<file path="config.mk">
export PLATFORM = sky130hd
export DESIGN_NAME = reprog_session_ctrl_flat
export DESIGN_NICKNAME = d
export VERILOG_FILES = /design/src/rtl/reprog_session_ctrl_if.sv /design/src/rtl/reprog_session_ctrl.sv /design/src/flat_wrapper.sv
export SDC_FILE = /design/constraint.sdc
export NUM_CORES = 1
export LEC_CHECK = 0
export ABC_CLOCK_PERIOD_IN_PS = 8200
export BUFFER_PORTS_ARGS = -buffer_cell sky130_fd_sc_hd__buf_2
export CAP_MARGIN = 20
export CORE_ASPECT_RATIO = 0.75
export CORE_UTILIZATION = 55
export DETAILED_ROUTE_END_ITERATION = 8
export PLACE_DENSITY = 0.76
export SKIP_LAST_GASP = 1
export SLEW_MARGIN = 10
export SYNTH_ARGS = -nofsm -noshare
export SYNTH_HDL_FRONTEND = slang
export SYNTH_SLANG_ARGS = --single-unit
</file>
<file path="constraint.sdc">
create_clock -name clk -period 8.2 [get_ports clk]
set_clock_uncertainty 0.15 [all_clocks]
set_input_delay 1.64 -clock clk [delete_from_list [all_inputs] [get_ports clk]]
set_output_delay 1.64 -clock clk [all_outputs]
set_load 0.05 [all_outputs]
</file>
<file path="src/rtl/reprog_session_ctrl_if.sv">
// Byte-stream and status bundle between the UART front end, the RAM
// reprogramming port and the session controller.
interface reprog_session_ctrl_if;
    logic [7:0] rxData;
    logic       rxValid;
    logic       progEn;
    logic [7:0] progData;
    logic       progValid;
    logic       cpuHold;
    logic       busy;
    logic       done;
    logic       error;
    logic [1:0] errCode;

    // Side that supplies bytes and observes the session.
    modport master (
        output rxData, rxValid,
        input  progEn, progData, progValid, cpuHold, busy, done, error, errCode
    );

    // Session controller side.
    modport slave (
        input  rxData, rxValid,
        output progEn, progData, progValid, cpuHold, busy, done, error, errCode
    );
endinterface

</file>
<file path="src/rtl/reprog_session_ctrl.sv">
// UART-driven RAM reprogramming session sequencer: parses a framed byte
// stream (sync, 32-bit word count, payload, checksum), forwards payload
// bytes to the reprogramming port and holds the CPU in reset meanwhile.
module reprog_session_ctrl #(
    parameter int unsigned ADDR_WIDTH = 10,
    parameter int unsigned TIMEOUT    = 1000000,
    parameter logic [7:0]  SYNC0      = 8'h55,
    parameter logic [7:0]  SYNC1      = 8'hAA
) (
    input  logic                 clk,
    input  logic                 rstn,
    reprog_session_ctrl_if.slave bus
);
    localparam int unsigned CNT_W  = ADDR_WIDTH + 3;
    localparam int unsigned IDLE_W = $clog2(TIMEOUT + 1);
    localparam logic [32:0] MAX_WORDS = 33'(1) << ADDR_WIDTH;

    localparam logic [2:0] IDLE  = 3'd0;
    localparam logic [2:0] SYNC  = 3'd1;
    localparam logic [2:0] LEN   = 3'd2;
    localparam logic [2:0] DATA  = 3'd3;
    localparam logic [2:0] CSUM  = 3'd4;
    localparam logic [2:0] DRAIN = 3'd5;
    localparam logic [2:0] DONE  = 3'd6;
    localparam logic [2:0] ERR   = 3'd7;

    localparam logic [1:0] ERR_CSUM    = 2'd1;
    localparam logic [1:0] ERR_LEN     = 2'd2;
    localparam logic [1:0] ERR_TIMEOUT = 2'd3;

    logic [2:0]        state,      stateNext;
    logic [CNT_W-1:0]  byteCnt,    byteCntNext;
    logic [CNT_W-1:0]  byteTarget, byteTargetNext;
    logic [31:0]       lenReg,     lenRegNext;
    logic [7:0]        csum,       csumNext;
    logic [IDLE_W-1:0] idleCnt,    idleCntNext;
    logic              drainCnt,   drainCntNext;
    logic              progEn,     progEnNext;
    logic [7:0]        progData,   progDataNext;
    logic              progValid,  progValidNext;
    logic              cpuHold,    cpuHoldNext;
    logic              busy,       busyNext;
    logic              done,       doneNext;
    logic              error,      errorNext;
    logic [1:0]        errCode,    errCodeNext;

    logic              timedState;
    logic              timedOut;
    logic [31:0]       lenFull;

    // Timeout only watches states that are waiting for the next frame byte.
    always_comb begin
        timedState = (state == SYNC) || (state == LEN) || (state == DATA) || (state == CSUM);
        timedOut   = timedState && (idleCnt == IDLE_W'(TIMEOUT));
        lenFull    = {bus.rxData, lenReg[31:8]};
    end

    // Next-state, counters and registered-output values.
    always_comb begin
        stateNext      = state;
        byteCntNext    = byteCnt;
        byteTargetNext = byteTarget;
        lenRegNext     = lenReg;
        csumNext       = csum;
        idleCntNext    = '0;
        drainCntNext   = drainCnt;
        progEnNext     = progEn;
        progDataNext   = progData;
        progValidNext  = 1'b0;
        cpuHoldNext    = cpuHold;
        doneNext       = done;
        errorNext      = error;
        errCodeNext    = errCode;

        if (timedState && !timedOut && !bus.rxValid) begin
            idleCntNext = idleCnt + IDLE_W'(1);
        end

        case (state)
            IDLE: begin
                if (bus.rxValid && bus.rxData == SYNC0) begin
                    stateNext = SYNC;
                end
            end
            SYNC: begin
                // A stalled sync is not a session yet, so it just drops back.
                if (timedOut) begin
                    stateNext = IDLE;
                end else if (bus.rxValid) begin
                    if (bus.rxData == SYNC1) begin
                        stateNext   = LEN;
                        byteCntNext = '0;
                        lenRegNext  = '0;
                        csumNext    = '0;
                        progEnNext  = 1'b1;
                        cpuHoldNext = 1'b1;
                        doneNext    = 1'b0;
                        errorNext   = 1'b0;
                        errCodeNext = 2'd0;
                    end else if (bus.rxData != SYNC0) begin
                        stateNext = IDLE;
                    end
                end
            end
            LEN: begin
                if (timedOut) begin
                    stateNext   = ERR;
                    errCodeNext = ERR_TIMEOUT;
                    progEnNext  = 1'b0;
                end else if (bus.rxValid) begin
                    lenRegNext  = lenFull;
                    byteCntNext = byteCnt + CNT_W'(1);
                    if (byteCnt[1:0] == 2'd3) begin
                        byteCntNext = '0;
                        if ({1'b0, lenFull} > MAX_WORDS) begin
                            stateNext   = ERR;
                            errCodeNext = ERR_LEN;
                            progEnNext  = 1'b0;
                        end else if (lenFull == 32'd0) begin
                            stateNext = CSUM;
                        end else begin
                            stateNext      = DATA;
                            byteTargetNext = CNT_W'({lenFull, 2'b00});
                        end
                    end
                end
            end
            DATA: begin
                // Leave only once the last strobe has gone out, so progValid
                // never appears outside DATA; a checksum byte arriving right
                // then is evaluated here.
                if (timedOut) begin
                    stateNext   = ERR;
                    errCodeNext = ERR_TIMEOUT;
                    progEnNext  = 1'b0;
                end else if (byteCnt == byteTarget) begin
                    if (!bus.rxValid) begin
                        stateNext = CSUM;
                    end else if (bus.rxData == csum) begin
                        stateNext    = DRAIN;
                        drainCntNext = 1'b0;
                    end else begin
                        stateNext   = ERR;
                        errCodeNext = ERR_CSUM;
                        progEnNext  = 1'b0;
                    end
                end else if (bus.rxValid) begin
                    progDataNext  = bus.rxData;
                    progValidNext = 1'b1;
                    csumNext      = csum + bus.rxData;
                    byteCntNext   = byteCnt + CNT_W'(1);
                end
            end
            CSUM: begin
                if (timedOut) begin
                    stateNext   = ERR;
                    errCodeNext = ERR_TIMEOUT;
                    progEnNext  = 1'b0;
                end else if (bus.rxValid) begin
                    if (bus.rxData == csum) begin
                        stateNext    = DRAIN;
                        drainCntNext = 1'b0;
                    end else begin
                        stateNext   = ERR;
                        errCodeNext = ERR_CSUM;
                        progEnNext  = 1'b0;
                    end
                end
            end
            DRAIN: begin
                if (drainCnt) begin
                    stateNext  = DONE;
                    progEnNext = 1'b0;
                end else begin
                    drainCntNext = 1'b1;
                end
            end
            DONE: begin
                doneNext    = 1'b1;
                errorNext   = 1'b0;
                cpuHoldNext = 1'b0;
                stateNext   = IDLE;
            end
            ERR: begin
                errorNext   = 1'b1;
                doneNext    = 1'b0;
                progEnNext  = 1'b0;
                cpuHoldNext = 1'b1;
                stateNext   = IDLE;
            end
            default: begin
                stateNext = IDLE;
            end
        endcase

        busyNext = (stateNext != IDLE);
    end

    // State, counter and output registers.
    always_ff @(posedge clk or negedge rstn) begin
        if (!rstn) begin
            state      <= IDLE;
            byteCnt    <= '0;
            byteTarget <= '0;
            lenReg     <= '0;
            csum       <= '0;
            idleCnt    <= '0;
            drainCnt   <= 1'b0;
            progEn     <= 1'b0;
            progData   <= '0;
            progValid  <= 1'b0;
            cpuHold    <= 1'b0;
            busy       <= 1'b0;
            done       <= 1'b0;
            error      <= 1'b0;
            errCode    <= 2'd0;
        end else begin
            state      <= stateNext;
            byteCnt    <= byteCntNext;
            byteTarget <= byteTargetNext;
            lenReg     <= lenRegNext;
            csum       <= csumNext;
            idleCnt    <= idleCntNext;
            drainCnt   <= drainCntNext;
            progEn     <= progEnNext;
            progData   <= progDataNext;
            progValid  <= progValidNext;
            cpuHold    <= cpuHoldNext;
            busy       <= busyNext;
            done       <= doneNext;
            error      <= errorNext;
            errCode    <= errCodeNext;
        end
    end

    // Drive the interface from the output registers.
    always_comb begin
        bus.progEn    = progEn;
        bus.progData  = progData;
        bus.progValid = progValid;
        bus.cpuHold   = cpuHold;
        bus.busy      = busy;
        bus.done      = done;
        bus.error     = error;
        bus.errCode   = errCode;
    end
endmodule

</file>
<file path="src/flat_wrapper.sv">
// flat-port wrapper written by rule: the top's interface ports become plain ports
module reprog_session_ctrl_flat 
#(
    parameter int unsigned ADDR_WIDTH = 10,
    parameter int unsigned TIMEOUT    = 1000000,
    parameter logic [7:0]  SYNC0      = 8'h55,
    parameter logic [7:0]  SYNC1      = 8'hAA
)
  (clk, rstn, bus_rxData, bus_rxValid, bus_progEn, bus_progData, bus_progValid, bus_cpuHold, bus_busy, bus_done, bus_error, bus_errCode);
  reprog_session_ctrl_if bus_i ();
  input  logic clk;
  input  logic rstn;
  input wire logic [$bits(bus_i.rxData)-1:0] bus_rxData;
  input wire logic [$bits(bus_i.rxValid)-1:0] bus_rxValid;
  output wire logic [$bits(bus_i.progEn)-1:0] bus_progEn;
  output wire logic [$bits(bus_i.progData)-1:0] bus_progData;
  output wire logic [$bits(bus_i.progValid)-1:0] bus_progValid;
  output wire logic [$bits(bus_i.cpuHold)-1:0] bus_cpuHold;
  output wire logic [$bits(bus_i.busy)-1:0] bus_busy;
  output wire logic [$bits(bus_i.done)-1:0] bus_done;
  output wire logic [$bits(bus_i.error)-1:0] bus_error;
  output wire logic [$bits(bus_i.errCode)-1:0] bus_errCode;
  assign bus_i.rxData = bus_rxData;
  assign bus_i.rxValid = bus_rxValid;
  assign bus_progEn = bus_i.progEn;
  assign bus_progData = bus_i.progData;
  assign bus_progValid = bus_i.progValid;
  assign bus_cpuHold = bus_i.cpuHold;
  assign bus_busy = bus_i.busy;
  assign bus_done = bus_i.done;
  assign bus_error = bus_i.error;
  assign bus_errCode = bus_i.errCode;
  reprog_session_ctrl #(.ADDR_WIDTH(ADDR_WIDTH), .TIMEOUT(TIMEOUT), .SYNC0(SYNC0), .SYNC1(SYNC1)) u_core (.clk(clk), .rstn(rstn), .bus(bus_i));
endmodule
</file>
==> flow_metrics.tcl, run 1 <==
set metrics [dict create \
    whs_ns 0.3437 \
    power_frac_comb_pct 19.8 \
    avgViaCountPerCell 6.104 \
    synth_top_flop_cell "dfrtp_1" \
    avgSynthCellArea_um2 9.300 \
    p_int_mw 0.8579 \
    drc 0 \
    switching_share_pct 30.96 \
    fp-row-count 30 \
    arrival_ns 4.02 \
    yosysWarnings 0 \
    timing.final.crit_share_pct 48.11 \
    hpwl_um 8365 \
    vias 4279 \
    core_um2 9046 \
    tritoncts "done" \
    synth_edf_count 0 \
    grt_usage_pct 25.99 \
    powerDensity_nw_per_um2 218.6 \
    cp-end-kind "flop" \
    ys_seq_area_share_pct 46.80 \
    synth.area.top_cells "dfrtp_1 (47%), nand2_1 (6.8%), o21ai_0 (5.3%)" \
    start_kind "input pin" \
    ant_nets 0 \
    grt_pass1_wl_um 19680 \
    hold_class "flop to flop" \
    ys_seq_elements 96 \
    final-hold-violation-count 0 \
    diodes 0 \
    grt_pass1_vias 3851 \
    max_slew_margin_pct 31.66 \
    clockBufferDepth 2 \
    synth_cells 552 \
    cts-resized-gates 0 \
    syn_nets 576 \
    setup_viol 0 \
    seq_power_share_pct 42.9 \
    nNetsFinal 594 \
    rsz0062_at_grt "false" \
    synth.distinct_cells 59 \
    power_frac_clock_pct 37.3 \
    cts_made_buffers 9 \
    wirelength_um 11870 \
    gp_congestion 0.9342 \
    finalWorstSetupSlack_ns 4.255 \
    dpl_worst_slack_ns 3.997 \
    clockRootBuffer "clkbuf_16" \
    drive_gt1_share_pct 12.39 \
    start_util_pct 56.75 \
    drtIter0Drc 363 \
    fmax_ghz 0.2535 \
    required_ns 8.28 \
    synth.top_cell.area_share_pct 46.80 \
    status "finished, final reports clean" \
    synth_top_cell_by_area "dfrtp_1" \
    die_x_um 113.6 \
    syn_area_um2 5134 \
    areaGrowthSynthToFinish_pct 10.72 \
    numPortBuffers 26 \
    fin_setup_tns_ns 0 \
    grt_max_degree 76 \
    met2_wirelength_um 5128 \
    clock_latency_ns 0.35 \
    r2r_slack_ns 4.94 \
    p_switching_mw 0.3847 \
    ioPinCount 27 \
    maxCapViolCount 0 \
    critPathKind "input pin to flop" \
    cts_hold_buf 0 \
    drv_slew 0 \
    clock_sinks 96 \
    synthTopCellsByCount "dfrtp_1 (96), nand2_1 (93), o21ai_0 (54)" \
    overflow 0 \
    htree_levels 3 \
    wl_met3_um 889 \
    antenna_found_initial 0 \
    period_needed_ns 3.945 \
    synthArstFlopShare_pct 100.0 \
    postCtsSetupRepairBufs 0 \
    post-synth-top-count-cell "dfrtp_1" \
    topRoutingLayerUsed "met4" \
    wl_met1_um 5642 \
    worst_pin_slew_ns 1.017 \
    wl_per_cell_um 16.93 \
    firstDrtPassIters 9 \
    p_leak_nw 2.499 \
    crit_fanout 6 \
    die_h_um 85.67 \
    cts.clk_slew.worst_paths_ns 0.06 \
    ir_drop_v 0.0001291 \
    die_area_um2 9729 \
]
-- metal layers --
metal  track usage (%)  up-vias
met5                 0        -
met4             8.612        0
met3             6.148       22
met2             37.47      163
met1             38.45     2097
li1                  -     1997
-- path summary, 6_finish.rpt --
kind,endpoint,from,cells after the start
max,u_core.bus.busy,bus_rxData[1],7
min,u_core.bus.errCode[1],u_core.bus.errCode[1],1
max reg2reg,u_core.byteCnt[6],u_core.byteCnt[8],7
min reg2reg,u_core.bus.errCode[1],u_core.bus.errCode[1],1
max in group asynchronous,u_core.lenReg[22],rstn,2
min in group asynchronous,u_core.byteCnt[12],rstn,1
-- kinds of logic after synthesis --
group | after synthesis | share of synthesized area (%)
flip-flops | 96 | 46.79
multiplexers | 24 | 5.216
AND/OR/NAND/NOR | 230 | 21.52
AO/OA/AOI/OAI | 117 | 14.28
XOR/XNOR | 34 | 5.801
buffers and inverters | 38 | 3.071
adder cells (fa/ha/maj) | 13 | 3.315
-- worst max-delay path, stage by stage --
cell and delay [ns]:
buf_2 0.15, or4_1 0.56, nor4_1 0.46, nor4b_1 0.50
a311o_1 0.19, o221ai_1 0.13, or3_1 0.39
-- power by group through the flow --
stage | sequential (mW) | clock, mW | combinational, mW
finish | 0.533 | 0.464 | 0.246
global placement | 0.540 | 0 | 0.237
floorplan | 0.536 | 0 | 0.176
CTS | 0.531 | 0.472 | 0.243
detailed placement | 0.540 | 0 | 0.241
global route | 0.537 | 0.491 | 0.271
-- cell type report --
type | instances | area (um2)
fillers | 759 | 3362
multi-input cells | 418 | 2579
flip-flops and latches | 96 | 2402
clock buffers | 10 | 229.0
repair buffers | 30 | 162.7
well taps | 128 | 160.2
clock inverters | 4 | 95.09
inverters | 15 | 56.30
-- state kept, by name, indices dropped and copies added, names as in the netlist, 2 cells and up --
signal / cells
u_core.csum: 8
u_core.lenReg: 24
u_core.state: 3
u_core.byteCnt: 13
u_core.bus.progData: 8
u_core.byteTarget: 11
u_core.bus.errCode: 2
u_core.idleCnt: 20
-- stage by stage --
step / area, um2 / total power [mW] / instances / utilization, %
2_1_floorplan: 5134 / 0.7120 / 552 / -
3_5_place_dp: 5360 / 0.7809 / 687 / 59.25
5_1_grt: 5684 / 1.299 / 701 / 62.84
4_1_cts: 5684 / 1.246 / 701 / 62.84
6_report: 5684 / 1.243 / 701 / 62.84
3_3_place_gp: 5360 / 0.7761 / 687 / 59.25
-- cells in the final DEF, fill, tap and decap left out, drive strengths merged, types with 2 or more instances in the layout --
cell    count
a21o        3
a21oi      16
a22o       11
a31oi       6
and2        3
and3       12
and4        2
buf        30
bufinv      3
clkbuf     10
dfrtp      96
ha         12
inv        15
mux2       22
mux2i       2
nand2      93
nand2b      4
nand3      22
nand4       8
nor2       42
nor2b       2
nor3       12
nor4       11
nor4b       4
o211ai      3
o21ai      57
o31ai       3
o41ai       3
or2         3
or3         5
or4         2
xnor2      19
xor2       15
(Power assumes the default switching activity.)
==> run 2, diff against run 1 <==
--- a/config.mk
+++ b/config.mk
@@ -5,13 +5,14 @@
 export SDC_FILE = /design/constraint.sdc
 export NUM_CORES = 1
 export LEC_CHECK = 0
-export ABC_CLOCK_PERIOD_IN_PS = 8200
+export ABC_AREA = 1
+export ABC_CLOCK_PERIOD_IN_PS = 3500
 export BUFFER_PORTS_ARGS = -buffer_cell sky130_fd_sc_hd__buf_2
 export CAP_MARGIN = 20
 export CORE_ASPECT_RATIO = 0.75
 export CORE_UTILIZATION = 55
 export DETAILED_ROUTE_END_ITERATION = 8
-export PLACE_DENSITY = 0.76
+export PLACE_DENSITY = 0.78
 export SKIP_LAST_GASP = 1
 export SLEW_MARGIN = 10
 export SYNTH_ARGS = -nofsm -noshare
==> constraint.sdc (replaced) <==
create_clock -name clk -period 3.5 [get_ports clk]
set_clock_uncertainty 0.15 [all_clocks]
set_input_delay 0.7 -clock clk [delete_from_list [all_inputs] [get_ports clk]]
set_output_delay 0.7 -clock clk [all_outputs]
set_load 0.05 [all_outputs]
==> flow_metrics.tcl, run 2 <==
set metrics [dict create \
    required_ns 3.55 \
    path_cells "inv_2 > nor2_4 > inv_4 > nor2_8 > inv_2 > nor2_1 > nand3_1 > nor2_1 > a21oi_1" \
    hpwl_um 9813 \
    drv_slew 0 \
    hold_class "input pin to asynchronous set/reset pin" \
    numPortBuffers 26 \
    crit_path_start "u_core.state[1]" \
    final_cell_mix "nand2_1 (237), nor2_1 (99), dfrtp_1 (96), inv_1 (85), nand3_1 (50)" \
    total_power_mw 4.137 \
    synth_top_flop_cell "dfrtp_1" \
    vias 5150 \
    synth.area.top_cells "dfrtp_1 (42%), nand2_1 (16%), nor2_1 (6.6%)" \
    final_common_cell "nand2_1" \
    slowest_stage "nand3_1" \
    timing.final.crit_share_pct 77.16 \
    top_register "u_core.lenReg" \
    p_leak_nw 3.010 \
    ys_seq_area_share_pct 42.45 \
    nNetsFinal 826 \
    final-hold-violation-count 0 \
    cts_made_buffers 9 \
    crit_cells 9 \
    utilization_pct 63.22 \
    start_kind "flop" \
    powerDensity_nw_per_um2 666.9 \
    crit_fanout 22 \
    fin_setup_tns_ns 0 \
    max_slew_margin_pct 49.45 \
    critPathKind "flop to flop" \
    avgSynthCellArea_um2 7.265 \
    post-synth-top-count-cell "nand2_1" \
    grt_usage_pct 26.66 \
    reg_top3 "u_core.lenReg (24), u_core.idleCnt (20), u_core.byteCnt (13)" \
    period_needed_ns 2.701 \
    grt_max_degree 55 \
    drc 0 \
    die_h_um 89.85 \
    cts.clk_slew.worst_paths_ns 0.07 \
    core_um2 9813 \
    diodes 0 \
    fmax_ghz 0.3703 \
    die_area_um2 10700 \
    overflow 0 \
    synthArstFlopShare_pct 100.0 \
    ioPinCount 27 \
    synth_edf_count 0 \
    clock_latency_ns 0.34 \
    clockRootBuffer "clkbuf_16" \
    antenna_found_initial 0 \
    htree_levels 3 \
    avgViaCountPerCell 5.490 \
    crit_family "simple AND/OR/NAND/NOR gates" \
    synthTopCellsByCount "nand2_1 (237), nor2_1 (99), dfrtp_1 (96)" \
    areaGrowthSynthToFinish_pct 9.618 \
    ff2ff_path_depth 9 \
    grt_pass1_vias 4760 \
    cts-resized-gates 0 \
    synth_top_cell_by_area "dfrtp_1" \
    ir_drop_v 0.0005076 \
    arrival_ns 2.75 \
    tritoncts "done" \
    syn_nets 803 \
    synth.top_cell.area_share_pct 42.45 \
    gp_congestion 0.9238 \
    firstDrtPassIters 5 \
    setup_viol 0 \
    syn_area_um2 5659 \
    rsz0062_at_grt "false" \
    clock_sinks 96 \
    reg2reg_from "u_core.state[1]" \
    synth.distinct_cells 43 \
    cts_hold_buf 0 \
    worst_pin_slew_ns 0.7561 \
    postCtsSetupRepairBufs 0 \
    ant_nets 0 \
    yosysWarnings 0 \
    wirelength_um 13400 \
    synth_cells 779 \
    cp-end-kind "flop" \
    status "finished, final reports clean" \
    grt_pass1_wl_um 22890 \
    die_x_um 119.1 \
    ys_seq_elements 96 \
    largest_reg_flops 24 \
    max_stage_delay_ns 0.55 \
    wl_per_cell_um 14.28 \
    maxCapViolCount 0 \
    drive_gt1_share_pct 9.429 \
    clockBufferDepth 2 \
    whs_ns 0.2041 \
    start_util_pct 57.67 \
    drtIter0Drc 512 \
    fp-row-count 31 \
    critPathBufInv 3 \
]
-- run 2: cell count changes after synthesis, moves of 11 or more --
cell,delta
a22o_1,-11
and3_1,-12
clkbuf_1,-16
inv_1,+70
inv_2,+12
mux2_2,-19
nand2_1,+144
nand3_1,+28
nor2_1,+58
o21ai_0,-37
o21ai_1,+29
o31ai_1,+13
xnor2_1,-16
-- run 2: final timing paths --
kind / end / slack (ns)
worst max-delay path: u_core.byteTarget[9] / 0.80
worst min-delay path: u_core.byteTarget[10] / 0.20
worst max register to register: u_core.byteTarget[9] / 0.80
worst min register to register: u_core.bus.errCode[1] / 0.33
max in group asynchronous: u_core.idleCnt[3] / 2.31
min in group clk: u_core.bus.errCode[1] / 0.33
-- run 2: cell families after synthesis --
kind of cell,Yosys count,share of synthesized area [%]
compound gates,104,10.72
flops,96,42.45
xor+xnor,13,2.012
simple gates,436,32.99
buf+inv,117,8.821
fa+ha+maj,13,3.007
-- run 2: through the flow --
step	setup WS, ns	instance area (um2)	instances
floorplan	1.222	5659	779
global placement	0.9112	5878	922
detailed placement	0.8021	5878	922
CTS	0.8354	6176	937
global route	0.5433	6203	938
finish	0.7994	6203	938
-- run 2: final cells by class --
cell class | count | area (um2)
Inverter | 99 | 374.1
Clock buffer | 11 | 242.7
Tap cell | 132 | 165.2
Fill cell | 871 | 3610
Clock inverter | 4 | 55.05
Multi-Input combinational cell | 566 | 2769
Sequential cell | 96 | 2402
Timing Repair Buffer | 30 | 195.2
-- run 2: metal layers --
metal  track usage [%]  vias up  wire, um
li1                  -     2538         -
met1             40.37     2402      6570
met2             38.57      197      5779
met3             6.345       13       932
met4             5.591        0       114
met5                 0        -         0
-- run 2: power by group --
group | total, mW | internal (mW) | leakage [nW] | switching [mW]
clock network | 0.989 | 0.572 | 0.142 | 0.417
logic | 1.67 | 0.472 | 1.60 | 1.19
registers | 1.48 | 1.31 | 1.27 | 0.169
total | 4.14 | 2.36 | 3.01 | 1.78
